File: src/rtl/uart_rx_monitor.sv
// Simulation-support UART receiver: deserialises 8N1 frames (optional parity)
// from a DUT TX line and reports each byte or line error as a one-cycle pulse.
module uart_rx_monitor #(
    parameter int CLKS_PER_BIT = 434,
    parameter int PARITY       = 0
) (
    input  logic       clk,
    input  logic       reset,
    input  logic       rxd,
    output logic [7:0] uart_data,
    output logic       uart_data_valid,
    output logic       frame_err,
    output logic       parity_err,
    output logic       rx_busy
);
    localparam int            TW        = $clog2(CLKS_PER_BIT);
    localparam logic [TW-1:0] HALF_LAST = TW'(CLKS_PER_BIT / 2 - 1);
    localparam logic [TW-1:0] FULL_LAST = TW'(CLKS_PER_BIT - 1);
    localparam logic [1:0]    PAR_MODE  = 2'(PARITY);

    typedef enum logic [2:0] {
        ST_IDLE   = 3'd0,
        ST_START  = 3'd1,
        ST_DATA   = 3'd2,
        ST_PARITY = 3'd3,
        ST_STOP   = 3'd4
    } state_t;

    state_t        state_r, state_s;
    logic          sync1_r, rx_r, armed_r;
    logic [TW-1:0] timer_r, timer_s;
    logic [2:0]    bit_idx_r;
    logic [7:0]    shift_r;
    logic          par_mismatch_r;
    logic          half_hit_s, full_hit_s;
    logic          valid_s, frame_err_s, parity_err_s, busy_s;

    function automatic logic parity_mismatch(input logic [7:0] data, input logic pbit);
        logic ones_odd;
        ones_odd = ^{data, pbit};
        case (PAR_MODE)
            2'd1:    parity_mismatch = ~ones_odd;
            2'd2:    parity_mismatch = ones_odd;
            default: parity_mismatch = 1'b0;
        endcase
    endfunction

    assign half_hit_s = (timer_r == HALF_LAST);
    assign full_hit_s = (timer_r == FULL_LAST);

    // Two-flop synchroniser; resets to the idle-high line level.
    always_ff @(posedge clk) begin
        if (reset) begin
            sync1_r <= 1'b1;
            rx_r    <= 1'b1;
        end else begin
            sync1_r <= rxd;
            rx_r    <= sync1_r;
        end
    end

    // FSM state register.
    always_ff @(posedge clk) begin
        if (reset) begin
            state_r <= ST_IDLE;
        end else begin
            state_r <= state_s;
        end
    end

    // FSM next-state logic; IDLE only starts a frame once the line has been seen high.
    always_comb begin
        state_s = state_r;
        case (state_r)
            ST_IDLE: begin
                if (!rx_r && armed_r) state_s = ST_START;
                else                  state_s = ST_IDLE;
            end
            ST_START: begin
                if (half_hit_s) state_s = rx_r ? ST_IDLE : ST_DATA;
                else            state_s = ST_START;
            end
            ST_DATA: begin
                if (full_hit_s && bit_idx_r == 3'd7)
                    state_s = (PAR_MODE != 2'd0) ? ST_PARITY : ST_STOP;
                else
                    state_s = ST_DATA;
            end
            ST_PARITY: begin
                if (full_hit_s) state_s = ST_STOP;
                else            state_s = ST_PARITY;
            end
            ST_STOP: begin
                if (full_hit_s) state_s = ST_IDLE;
                else            state_s = ST_STOP;
            end
            default: state_s = ST_IDLE;
        endcase
    end

    // Bit timer restarts on every state change and at each full bit period.
    always_comb begin
        timer_s = timer_r;
        if (state_r == ST_IDLE || state_s != state_r || full_hit_s) timer_s = '0;
        else                                                     timer_s = timer_r + TW'(1'b1);
    end

    // Frame datapath: timer, bit index, shift register, held parity result, re-arm flag.
    always_ff @(posedge clk) begin
        if (reset) begin
            timer_r        <= '0;
            bit_idx_r      <= 3'd0;
            shift_r        <= 8'h00;
            par_mismatch_r <= 1'b0;
            armed_r        <= 1'b1;
        end else begin
            timer_r <= timer_s;
            if (state_r == ST_START)
                bit_idx_r <= 3'd0;
            else if (state_r == ST_DATA && full_hit_s)
                bit_idx_r <= bit_idx_r + 3'd1;
            if (state_r == ST_DATA && full_hit_s)
                shift_r <= {rx_r, shift_r[7:1]};
            if (state_r == ST_START)
                par_mismatch_r <= 1'b0;
            else if (state_r == ST_PARITY && full_hit_s)
                par_mismatch_r <= parity_mismatch(shift_r, rx_r);
            // A low stop bit (break) disarms start detection until the line goes high.
            if (state_r == ST_STOP && full_hit_s)
                armed_r <= rx_r;
            else if (rx_r)
                armed_r <= 1'b1;
        end
    end

    // Stop-bit outcome decode; frame error outranks parity error.
    always_comb begin
        busy_s       = (state_r != ST_IDLE);
        valid_s      = 1'b0;
        frame_err_s  = 1'b0;
        parity_err_s = 1'b0;
        if (state_r == ST_STOP && full_hit_s) begin
            if (!rx_r)               frame_err_s  = 1'b1;
            else if (par_mismatch_r) parity_err_s = 1'b1;
            else                     valid_s      = 1'b1;
        end else begin
            valid_s = 1'b0;
        end
    end

    assign rx_busy = busy_s;

    // Registered result pulses; uart_data only changes with a valid byte.
    always_ff @(posedge clk) begin
        if (reset) begin
            uart_data       <= 8'h00;
            uart_data_valid <= 1'b0;
            frame_err       <= 1'b0;
            parity_err      <= 1'b0;
        end else begin
            uart_data_valid <= valid_s;
            frame_err       <= frame_err_s;
            parity_err      <= parity_err_s;
            if (valid_s) uart_data <= shift_r;
        end
    end
endmodule

File: config.mk
export PLATFORM = sky130hd
export DESIGN_NAME = uart_rx_monitor
export DESIGN_NICKNAME = d
export VERILOG_FILES = /design/src/rtl/uart_rx_monitor.sv
export SDC_FILE = /design/constraint.sdc
export NUM_CORES = 1
export LEC_CHECK = 0
export CORE_ASPECT_RATIO = 1.2
export CORE_MARGIN = 8
export CORE_UTILIZATION = 55
export CTS_BUF_LIST = sky130_fd_sc_hd__clkbuf_2
export DETAILED_ROUTE_END_ITERATION = 8
export DONT_BUFFER_PORTS = 1
export GPL_ROUTABILITY_DRIVEN = 0
export GPL_TIMING_DRIVEN = 0
export MAX_ROUTING_LAYER = met4
export PLACE_DENSITY_LB_ADDON = 0.08
export SLEW_MARGIN = 20
export SYNTH_ARGS = -nofsm -noshare
export SYNTH_HDL_FRONTEND = slang
export SYNTH_SLANG_ARGS = --single-unit
File: constraint.sdc
create_clock -name clk -period 1.8 [get_ports clk]
set_input_delay 0.18 -clock clk [delete_from_list [all_inputs] [get_ports clk]]
set_output_delay 0.18 -clock clk [all_outputs]
set_load 0.005 [all_outputs]
* Word-level counts from Yosys, hierarchy flattened
Cells that the tools add are included.
Word-level totals: logic and storage cells 46, input port bits 3, register bits after elaboration 36
Cells by class: reduce and logical (&&, ||, !) cells 13, bitwise operators 1, equal/unequal tests 8, muxes and demuxes 12, $add $sub $neg 2
Operators with widths (count):
- one-hot mux 3 bit (5 select lines) | 1
- adder 9 x 1 -> 9 bit, second input constant | 1
- == test 9 x 8 -> 1 bit, second input constant | 1
- == test 9 bit, second input constant | 1
- two-way mux 3 bit | 3
- == test 3 x 2 -> 1 bit, second input constant | 2
- == test 3 bit, second input constant | 2
- two-way mux 1 bit | 6
- OR reduction 2 bit | 3
- logical AND 1 bit | 4
- two-way mux 2 bit | 2
- adder 3 x 1 -> 3 bit, second input constant | 1
- == test 3 x 1 -> 1 bit, second input constant | 1
- logical NOT 3 bit | 1
- inequality test 3 bit | 1
- nonzero test 3 bit | 1
- logical OR 1 bit | 2
- nonzero test 2 bit | 1
- logical NOT 1 bit | 1
- NOT 1 bit | 1

* Depth between registers and ports, before layout
depth in word-level cells 8, depth in mapped cells 8, mapped depth without buffers 6

* Worst setup path before layout
No wires, ideal clock.
path kind register to register, from register timer_r[1], to register bit_idx_r[2], library setup time 0.130 ns, required time 1.670 ns, path slack 0.334 ns, cell stages (with the launch flop) 9, buffers on the path 2, arrival time 1.336 ns, cells stage by stage dfxtp_1 -> inv_1 -> ha_1 -> and4bb_1 -> buf_6 -> nand4b_4 -> buf_6 -> mux2i_1 -> nor3_1
Between the ends: cells in the longest elaborated chain, start to end 2
RTL lines:
- from (decl) | line 31 | logic [TW-1:0] timer_r, timer_s;
- from (signal assigned) | line 117 | timer_r <= timer_s;
- == test 9 bit | line 49 | assign full_hit_s = (timer_r == FULL_LAST);
- logical AND 1 bit | line 120 | else if (state_r == ST_DATA && full_hit_s)
- to (signal assigned) | line 121 | bit_idx_r <= bit_idx_r + 3'd1;
- to (decl) | line 32 | logic [2:0] bit_idx_r;
Every way passes these cells. A chain may end at the register's enable or synchronous reset.

* Final worst setup path
from register timer_r[1], to register timer_r[7]
Between the ends: cells in the longest elaborated chain, start to end 8
RTL lines:
- == test 9 bit | line 49
- logical AND 1 bit | line 84 | if (full_hit_s && bit_idx_r == 3'd7)
- two-way mux 3 bit | line 84
- one-hot mux 3 bit (5 select lines) | line 74 | case (state_r)
- inequality test 3 bit | line 104 | if (state_r == ST_IDLE || state_s != state_r || full_hit_s) timer_s = '0;
- logical OR 1 bit (2 in a row) | line 104
- OR reduction 2 bit (no line)
Several ways; a longest one is shown, not always the timed one.

==> impl_metrics.py <==
metrics = {
    "placement": {
        "dp_hpwl_um": 2120,
        "place_area_um2": 1670,
        "numPortBuffers": 0,
        "dp.cells": 200,
    },
    "timing": {
        "hold_viol_final": 0,
        "skew_ns": 0.00704,
        "setup_viol": 0,
        "fmax_mhz": 616,
        "period_needed_ns": 1.62,
        "drv_slew": 0,
        "rsz0062_at_grt": "no",
        "finalCritPeriodShare_pct": 90.2,
        "fin_setup_tns_ns": 0,
    },
    "grt": {
        "overflow": 0,
        "antenna_found_initial": 0,
        "grt_util_all_layers_pct": 13.1,
        "grt_pass1_wl_um": 4860,
        "grt_pass1_vias": 1109,
        "grt_max_degree": 12,
    },
    "final_layout": {
        "stdcell_count": 209,
        "area_growth_pct": 5.75,
        "drive_above_1_share_pct": 16.0,
        "design_area_um2": 1730,
        "layout.nets": 182,
        "fin_util_pct": 61.4,
        "diodes": 0,
    },
    "cts": {
        "clock-sinks": 36,
        "cts_root_buffer": "clkbuf_2",
        "clk_latency_ns": 0.37,
        "numCtsBuffers": 5,
        "htreeDepth": 2,
        "holdBufCountCts": 1,
        "clk_path_buf_depth": 2,
        "cts_tree": "yes",
        "ctsResizeCount": 0,
        "post_cts_buffers": 0,
        "clk_pin_slew_ns": 0.17,
    },
    "setup_path": {
        "crit_path_max_incr_delay_ns": 0.38,
        "cp.arrival_ns": 1.92,
        "path_cells": "inv_1 > ha_1 > and4bb_1 > buf_6 > a21oi_2 > o221ai_4 > nor3_1",
        "cp_max_fo": 9,
        "worstPathRequired_ns": 2.10,
        "cp-end-kind": "flop",
        "startpoint_type": "flop",
        "crit_slowest_cell": "dfxtp_1",
        "path_class": "reg2reg",
    },
    "floorplan": {
        "row_count": 21,
        "core_um2": 2810,
        "die_y_um": 75.7,
        "start_util_pct": 58.0,
        "die_w_um": 65.7,
        "dieArea_um2": 4970,
        "io_pins": 15,
    },
    "power": {
        "p_per_area_nw_per_um2": 720,
        "total_power_mw": 1.24,
        "power_frac_seq_pct": 65.2,
        "p_int_mw": 0.936,
        "vdd.ir_drop.worst_v": 0.000447,
        "power_frac_comb_pct": 6.4,
        "clkPwrFrac_pct": 28.4,
        "switching_share_pct": 24.7,
        "p_sw_mw": 0.307,
        "leakage_nw": 0.788,
    },
    "route": {
        "wire_per_inst_um": 13.5,
        "dr.pass1.iters": 4,
        "ant_nets": 0,
        "drtIter0Drc": 19,
        "viasPerCell": 5.39,
        "vias": 1126,
        "drt_wl_total_um": 2830,
        "drc": 0,
    },
    "synth": {
        "syn_nets": 174,
        "netlist_instances": 166,
        "seq_area_frac_synth_pct": 44.2,
        "async_flop_share_pct": 0,
        "ys_types": 39,
        "synth_area_per_cell_um2": 9.83,
        "synthFlopType": "dfxtp_1",
        "yosys_warnings": 0,
        "syn_area_um2": 1630,
        "synth_enable_flop_cells": 0,
        "synth-seq-cells": 36,
    },
    "outcome": {
        "status": "complete, no violations",
    },
    "worst_hold_path": {
        "hold_path_class": "in2reg",
    },
    "flow_run": {
        "drv_cap": 0,
    },
}
## Yosys cell counts (2+ instances only)
library cell,number,area (um^2)
xor2_1,3,26.3
and2_1,2,12.5
xnor2_1,5,43.8
ha_1,5,62.6
a21oi_1,5,25.0
dfxtp_1,36,721
nor3_1,12,60.1
a31oi_1,2,12.5
buf_4,3,22.5
buf_6,3,33.8
nand3_1,3,15.0
or2_2,2,12.5
nand4_1,2,12.5
and2b_2,2,17.5
clkbuf_1,3,11.3
nand2_1,9,33.8
nor3b_1,3,22.5
mux2i_1,18,180
inv_1,5,18.8
o21ai_0,3,15.0
nor2_1,22,82.6
## final cells by class
| class | count | area [um^2] |
|---|---|---|
| Buffer | 10 | 75.1 |
| Clock buffer | 6 | 30.0 |
| Clock inverter | 2 | 11.3 |
| Fill cell | 250 | 1090 |
| Inverter | 5 | 18.8 |
| Multi-Input combinational cell | 115 | 817 |
| Sequential cell | 36 | 721 |
| Tap cell | 34 | 42.5 |
| Timing Repair Buffer | 1 | 10.0 |
## final timing paths
kind | slack (ns) | end | from | cells after the start
worst min-delay path | 0.19 | bit_idx_r[0]$_SDFFE_PP0P_ | reset | 2
worst max register to register | 0.18 | timer_r[7]$_SDFF_PP0_ | timer_r[1]$_SDFF_PP0_ | 7
worst max-delay path | 0.18 | timer_r[7]$_SDFF_PP0_ | timer_r[1]$_SDFF_PP0_ | 7
worst min register to register | 0.46 | rx_r$_SDFF_PP1_ | sync1_r$_SDFF_PP1_ | 1
## cells by family (layout without fill, tap and decap cells)
| logic type | after synthesis | after routing | synth area share, % |
|---|---|---|---|
| xor gates and xnor gates | 8 | 8 | 4.29 |
| other | 1 | 1 | 0.230 |
| DFF | 36 | 36 | 44.2 |
| adders and majority gates | 5 | 5 | 3.83 |
| muxes | 18 | 18 | 11.0 |
| buffers and inverters | 15 | 24 | 5.75 |
| AOI/OAI and AO/OA | 13 | 13 | 5.90 |
| and+or+nand+nor | 70 | 70 | 24.8 |
## per-stage QoR
| step | hold WS, ns | setup WS, ns |
|---|---|---|
| 6_report | 0.195 | 0.177 |
| 5_1_grt | 0.211 | 0.0110 |
| 4_1_cts | 0.178 | 0.147 |
| 3_5_place_dp | 0.287 | 0.190 |
| 3_3_place_gp | 0.285 | 0.220 |
| 2_1_floorplan | 0.284 | 0.334 |
## metal layers
layer	GRT usage (%)	routed length, um	part of all wire, %	vias up
met5	-	0	0	-
met3	4.56	116	4.1	5
li1	-	-	-	578
met4	5.58	48	1.7	0
met2	22.6	1440	51	13
met1	13.3	1220	43	530
## sequential cells by signal, summed over array words and instances (netlist names)
register         flops
armed_r              1
bit_idx_r            3
frame_err            1
rx_r                 1
shift_r              8
state_r              3
sync1_r              1
timer_r              9
uart_data            8
uart_data_valid      1
## placed cells by master (no fill, tap or decap), types with 3 or more instances in the layout
cell / count
nand2_1: 9
clkbuf_2: 6
a21oi_1: 5
nand3_1: 3
xnor2_1: 5
mux2i_1: 18
clkbuf_1: 3
ha_1: 5
buf_6: 3
dfxtp_1: 36
o21ai_0: 3
nor2_1: 22
nor3b_1: 3
xor2_1: 3
inv_1: 5
nor3_1: 12
buf_4: 3
## worst max-delay path: cells and delay by family (launching register included)
kind            cells  cell delay [ns]
flops               1             0.38
simple gates        2             0.43
fa+ha+maj           1             0.17
buf+inv             2             0.21
compound gates      2             0.37
## power by group through the flow
stage / Sequential (mW) / Clock [mW] / Combinational, mW
after floorplan: 0.825 / 0 / 0.0627
after global placement: 0.826 / 0 / 0.0757
after detailed placement: 0.827 / 0 / 0.0782
after CTS: 0.810 / 0.368 / 0.0802
after global routing: 0.812 / 0.408 / 0.0899
final: 0.810 / 0.353 / 0.0796
Power figures use the tool's default switching activity.
